`config.mk`:
```
export PLATFORM = sky130hd
export DESIGN_NAME = angle_poll_master
export DESIGN_NICKNAME = d
export VERILOG_FILES = /design/src/rtl/angle_poll_master.sv
export SDC_FILE = /design/constraint.sdc
export NUM_CORES = 1
export LEC_CHECK = 0
export CELL_PAD_IN_SITES_DETAIL_PLACEMENT = 0
export CELL_PAD_IN_SITES_GLOBAL_PLACEMENT = 1
export CORE_UTILIZATION = 38
export CTS_CLUSTER_DIAMETER = 120
export DETAILED_ROUTE_END_ITERATION = 8
export PLACE_DENSITY = 0.88
export SETUP_SLACK_MARGIN = 0.3
export SLEW_MARGIN = 40
export SYNTH_ARGS = -nofsm -noshare
export SYNTH_HDL_FRONTEND = slang
export SYNTH_SLANG_ARGS = --single-unit
```
`constraint.sdc`:
```
create_clock -name clk -period 2.86 [get_ports clk]
set_input_delay 0.858 -clock clk [delete_from_list [all_inputs] [get_ports clk]]
set_output_delay 0.858 -clock clk [all_outputs]
set_load 0.05 [all_outputs]
```
`src/rtl/angle_poll_master.sv`:
```
// Avalon-MM read initiator that periodically polls the steering-angle PIO data register
// and presents each sample with a one-cycle valid strobe and a change flag.
module angle_poll_master #(
    parameter int POLL_DIV     = 50000,
    parameter int DATA_W       = 12,
    parameter int READ_LATENCY = 1,
    parameter int TIMEOUT      = 64
) (
    input  logic              clk,
    input  logic              reset_n,
    input  logic              enable,
    input  logic              poll_now,
    output logic [1:0]        avm_address,
    output logic              avm_read,
    input  logic              avm_waitrequest,
    input  logic [31:0]       avm_readdata,
    output logic [DATA_W-1:0] angle,
    output logic              angle_valid,
    output logic              angle_changed,
    output logic              busy,
    output logic              timeout_err,
    input  logic              err_clr,
    output logic [1:0]        dbg_state
);

    localparam int CNT_W = $clog2(POLL_DIV);
    localparam int TO_W  = $clog2(TIMEOUT + 1);
    localparam int LAT_W = 3;

    localparam logic [CNT_W-1:0] CNT_LAST = CNT_W'(POLL_DIV - 1);
    localparam logic [TO_W-1:0]  TO_LAST  = TO_W'(TIMEOUT - 1);
    localparam logic [LAT_W-1:0] LAT_LOAD = LAT_W'(READ_LATENCY);

    typedef enum logic [1:0] {
        IDLE      = 2'd0,
        REQ       = 2'd1,
        WAIT_DATA = 2'd2,
        DONE      = 2'd3
    } state_t;

    state_t            state_q;
    logic [CNT_W-1:0]  cnt_q, cnt_d;
    logic [TO_W-1:0]   to_cnt_q;
    logic [LAT_W-1:0]  lat_q;
    logic              avm_read_q;
    logic [DATA_W-1:0] angle_q;
    logic              angle_valid_q;
    logic              angle_changed_q;
    logic              busy_q;
    logic              timeout_err_q;
    logic              trigger;
    logic [31:0]       rd_unused;

    // Only the low DATA_W bits of readdata carry the angle.
    assign rd_unused = avm_readdata;

    // poll_now and a period expiry in the same cycle collapse into one trigger.
    assign trigger = (state_q == IDLE) && (poll_now || (enable && (cnt_q == CNT_LAST)));

    always_comb begin
        cnt_d = cnt_q;
        if (!enable) begin
            cnt_d = '0;
        end else if (state_q == IDLE) begin
            cnt_d = trigger ? '0 : cnt_q + 1'b1;
        end
    end

    always_ff @(posedge clk or negedge reset_n) begin
        if (!reset_n) begin
            state_q         <= IDLE;
            cnt_q           <= '0;
            to_cnt_q        <= '0;
            lat_q           <= '0;
            avm_read_q      <= 1'b0;
            angle_q         <= '0;
            angle_valid_q   <= 1'b0;
            angle_changed_q <= 1'b0;
            busy_q          <= 1'b0;
            timeout_err_q   <= 1'b0;
        end else begin
            cnt_q           <= cnt_d;
            angle_valid_q   <= 1'b0;
            angle_changed_q <= 1'b0;
            if (err_clr) begin
                timeout_err_q <= 1'b0;
            end
            case (state_q)
                IDLE: begin
                    if (trigger) begin
                        state_q    <= REQ;
                        avm_read_q <= 1'b1;
                        busy_q     <= 1'b1;
                        to_cnt_q   <= '0;
                    end
                end
                REQ: begin
                    if (!avm_waitrequest) begin
                        state_q    <= WAIT_DATA;
                        avm_read_q <= 1'b0;
                        lat_q      <= LAT_LOAD;
                    end else if (to_cnt_q == TO_LAST) begin
                        // Timeout set overrides a simultaneous err_clr.
                        state_q       <= IDLE;
                        avm_read_q    <= 1'b0;
                        busy_q        <= 1'b0;
                        timeout_err_q <= 1'b1;
                    end else begin
                        to_cnt_q <= to_cnt_q + 1'b1;
                    end
                end
                WAIT_DATA: begin
                    if (lat_q == LAT_W'(1)) begin
                        // angle_q doubles as the previous-sample register.
                        angle_q         <= avm_readdata[DATA_W-1:0];
                        angle_changed_q <= (avm_readdata[DATA_W-1:0] != angle_q);
                        angle_valid_q   <= 1'b1;
                        state_q         <= DONE;
                    end else begin
                        lat_q <= lat_q - 1'b1;
                    end
                end
                DONE: begin
                    state_q <= IDLE;
                    busy_q  <= 1'b0;
                end
                default: begin
                    state_q    <= IDLE;
                    avm_read_q <= 1'b0;
                    busy_q     <= 1'b0;
                end
            endcase
        end
    end

    assign avm_address   = 2'b00;
    assign avm_read      = avm_read_q;
    assign angle         = angle_q;
    assign angle_valid   = angle_valid_q;
    assign angle_changed = angle_changed_q;
    assign busy          = busy_q;
    assign timeout_err   = timeout_err_q;
    assign dbg_state     = state_q;

endmodule
```
* Yosys cells after proc, flatten, opt, wreduce, memory -nomap -nowiden
Index checks and enable logic that the tools add are counted. Widths: inputs -> output; s select.
Cells by class: $add $sub $neg 3, mux-type cells 29, equal/unequal tests 16, reduce and logical (&&, ||, !) cells 13
Operators with widths (count):
- $mux 16 | 3
- $mux 7 | 3
- $add 16x1->16 const B | 1
- $eq 16x16->1 const B | 1
- $ne 2x2->1 const B | 7
- $pmux 7 s2 | 1
- $mux 1 | 12
- $ne 12x12->1 | 1
- $reduce_and 3->1 | 3
- $mux 2 | 4
- $pmux 2 s4 | 1
- $reduce_and 4->1 | 2
- $add 7x1->7 const B | 1
- $eq 7x6->1 const B | 1
- $mux 3 | 2
- $pmux 3 s2 | 1
- $eq 2x2->1 const B | 2
- $reduce_bool 2->1 | 2
- $eq 3x1->1 const B | 1
- $ne 3x3->1 const B | 1
- $pmux 1 s3 | 1
- $reduce_bool 3->1 | 1
- $sub 3x1->3 const B | 1
- $eq 2x1->1 const B | 1
- other kinds (6) | 7
Storage, ports and cells: logic and storage cells 71, input port bits 38, bits in registers 45, output and inout bits 21

* Longest topological paths before layout
Gate-level depths: netlist of the first run.
depth in word-level cells 7, depth in mapped cells 8, depth with buffers taken out 7

* Worst setup path after synthesis of the first run
No wires, ideal clock.
kind reg-to-reg, start point reg state_q[0], in the netlist dbg_state[0], end point reg cnt_q[8], arrival time 2.111 ns, buffers on the path 1, setup slack 0.671 ns, stages on the path, launching flop included 9, period minus slack after synthesis 2.189 ns, data required time 2.782 ns, setup time 0.078 ns, path through dfrtp_1 > inv_1 > ha_1 > clkbuf_1 > nor2b_1 > nand2_1 > a21oi_1 > a41oi_1 > a21oi_1
Between the ends: longest elaborated chain between the ends 5, elaborated cells between the ends (all ways) 6, classes of those cells eq/ne: 1; mux: 3; reduce/logical: 2
Ends and longest elaborated chain:
- start, declared | line 41 | state_t state_q;
- start signal, assigned | line 71 | state_q <= IDLE;
- start signal, assigned | line 91 | state_q <= REQ;
- start signal, assigned | line 99 | state_q <= WAIT_DATA;
- $logic_not 2->1 (*) | line 58, 64
- $logic_and 1x1->1 | line 58 | assign trigger = (state_q == IDLE) && (poll_now || (enable && (cnt_q == CNT_LAST)));
- $mux 16 | line 65 | cnt_d = trigger ? '0 : cnt_q + 1'b1;
- $mux 16 | line 64 | end else if (state_q == IDLE) begin
- $mux 16 | line 62 | if (!enable) begin
- end signal, assigned | line 82 | cnt_q <= cnt_d;
- end, declared | line 42 | logic [CNT_W-1:0] cnt_q, cnt_d;
Every way passes the cells marked *; elsewhere a longest branch is shown, timed or not. The select of a mux whose other input is x is not followed. A chain may end at the register's enable or synchronous reset.

* Worst setup path after layout of the first run
start point reg state_q[0], in the netlist dbg_state[0], end point out dbg_state[0]
RTL lines:
- end, declared | line 23 | output logic [1:0] dbg_state
No word-level cell between the ends.

==> flow_summary.toml, run 1 <==
[timing]
finalCritPeriodShare = 0.857
setup_tns_ns = 0
period_needed_ns = 2.45
timing.final.hold_violations = 0
rsz0062_at_grt = "false"
clock.fmax_mhz = 408
fin_hold_ws_ns = 0.499
finClkSkew_ns = 0.00720
worst_pin_slew_ns = 0.592
drv_slew = 0
relSlewSlack = 0.606
setup_violations = 0

[worst_setup_path]
reg2reg_to = "to_cnt_q[3]"
cp_slowest_cell = "clkdlybuf4s50_1"
startpoint_type = "flop"
arrival_ns = 1.59
cp_max_fo = 6
crit_family = "buffers and inverters"
worstPathCellList = "clkdlybuf4s50_1"
cp.required_ns = 2.00
end_kind = "primary output"
cp.depth = 1
rr_worst_depth = 6
reg2reg_slack_ns = 0.61
path_class = "flop to primary output"
critPathBufInv = 1
reg2reg_from = "cnt_q[13]"
critPathMaxStageDelay_ns = 0.84

[clock_network]
clk_latency_ns = 0.29
clkSinkCount = 45
cts_tree = "built"
cts_setup_buffers = 0
clk_pin_slew_worst_paths_ns = 0.09
htree_levels = 2
hold_buffers = 0
root_buffer = "clkbuf_8"
cts_buffer_depth = 2
post_cts_resized = 0
cts_buffers = 5

[run_status]
status = "finished, final reports clean"

[worst_hold_path]
whs_path_depth = 1
hp-start = "cnt_q[8]"
hold_path_end = "cnt_q[8]"
hold_class = "flop to flop"

[synth]
synth-seq-cells = 45
synth_area_per_cell_um2 = 9.63
netlist_top_cells_count = "45 x dfrtp_1, 28 x nand2_1, 19 x o21ai_0, 16 x nand3_1, 13 x mux2_2"
synth.area.top_cells = "dfrtp_1 44%, mux2_2 5.8%, nand2_1 4.2%"
synth.distinct_cells = 50
synth_flop_cell = "dfrtp_1"
syn-cell-area_um2 = 2530
yosysMostFrequentCell = "dfrtp_1"
ys_warn_count = 0
synth_edf_count = 0
synth_top_area_cell = "dfrtp_1"
ys_seq_area_frac = 0.445
async_flop_share = 1.00
synth_top_area_frac = 0.445
synthCells = 263

[global_route]
grt_antenna_before_repair = 0
top_usage_layer = "met2"
gr-usage-met2 = 0.255
gr-total-overflow = 0
grt_pass1_wl_um = 9480
use_met1 = 0.244
grt_max_degree = 26
grtUsageTotal = 0.166
grt_pass1_vias = 1994
met3_usage = 0.0307

[place]
dpl_cell_area_um2 = 3040
hpwl_um = 4050
place_congestion = 0.834
port_buffers = 36

[detailed_routing]
drt-initial-drc-count = 91
drc = 0
vias = 2103
routed_wl_um = 5480
firstDrtPassIters = 4
ant_nets = 0
avgRoutedWirePerCell_um = 14.1
viasPerCell = 5.41

[floorplan]
rows = 29
core_um2 = 6390
die_x_um = 83.6
initial_core_util = 0.397
num_io_pins = 59
die_area_um2 = 6990
die_h_um = 83.6

[flow_run]
drv_cap = 0

[power_and_ir_drop]
max-vdd-ir-drop_mv = 0.645
powerDensity_nw_per_um2 = 926
power.leakage_uw = 0.00138

[cells_and_area]
syn2layout_area_growth_pct = 25.0
antennaDiodeCount = 0
nets = 357
n_fill_cell = 614
drive_above_1_share = 0.125
fin_area_um2 = 3160
post-route-util = 0.495
[routing by layer]
metal / up-vias / routed length [um] / part of all wire
li1: 1051 / - / -
met1: 1007 / 2620 / 0.48
met2: 43 / 2590 / 0.47
met3: 2 / 246 / 0.045
met4: 0 / 22 / 0.0040
met5: - / 0 / 0
[state kept, by name, summed over array words and instances, names as in the netlist, named ones only]
signal,flops
cnt_q,16
busy,1
angle_changed,1
dbg_state,1
timeout_err,1
lat_q,3
to_cnt_q,7
angle,12
angle_valid,1
avm_read,1
[per-stage QoR]
step | setup WS, ns | power, uW | instances
CTS | 0.401 | 2960 | 389
global placement | 0.185 | 2430 | 381
floorplan | 0.671 | 1950 | 264
global route | 0.362 | 3090 | 389
finish | 0.410 | 2930 | 389
detailed placement | 0.183 | 2450 | 381
[final cells by class]
cell class | instances | area, um^2 | share of cell area
Inverter | 12 | 45.0 | 0.0142
Sequential cell | 45 | 1130 | 0.356
Clock buffer | 6 | 82.6 | 0.0261
Tap cell | 77 | 96.3 | 0.0304
Multi-Input combinational cell | 198 | 1320 | 0.418
Timing Repair Buffer | 49 | 453 | 0.143
Clock inverter | 2 | 37.5 | 0.0119
[worst max-delay path by stage]
stage / from / end / slack, ns
detailed placement: enable / to_cnt_q[3] / 0.18
global route: dbg_state[0] / dbg_state[0] / 0.36
global placement: enable / to_cnt_q[3] / 0.18
floorplan: dbg_state[0] / cnt_q[8] / 0.67
finish: dbg_state[0] / dbg_state[0] / 0.41
CTS: dbg_state[0] / dbg_state[0] / 0.40
[cells by family (layout without fill, tap and decap cells)]
logic type,after synthesis,count (layout),share of synthesized area
AND/OR/NAND/NOR,91,91,0.192
multiplexers,15,15,0.0657
flip-flops,45,45,0.445
XOR/XNOR,13,13,0.0450
adder cells (fa/ha/maj),8,8,0.0395
buffers and inverters,21,69,0.0341
AO/OA/AOI/OAI,69,69,0.177
other,1,2,0.00148
[report_power, final]
part,switching [uW],internal (uW),total [uW]
Sequential,134,786,920
Combinational,904,604,1510
Clock,219,284,503
[placed cells by master, fill, tap and decap left out, types with 12 or more instances in the layout]
cell / count
xnor2_1: 12
clkdlybuf4s50_1: 35
o21ai_0: 19
a21oi_1: 12
nand2_1: 28
inv_1: 12
dfrtp_1: 45
mux2_2: 13
nand3_1: 16
buf_4: 13
a21o_1: 12
Power figures use the tool's default switching activity.
==> run 2, diff against run 1 <==
--- a/config.mk
+++ b/config.mk
@@ -10,6 +10,7 @@
 export CORE_UTILIZATION = 38
 export CTS_CLUSTER_DIAMETER = 120
 export DETAILED_ROUTE_END_ITERATION = 8
+export HOLD_SLACK_MARGIN = 0.12
 export PLACE_DENSITY = 0.88
 export SETUP_SLACK_MARGIN = 0.3
 export SLEW_MARGIN = 40
==> results of run 2 <==
The final DEF is identical to that of run 1; final timing and power are the same.
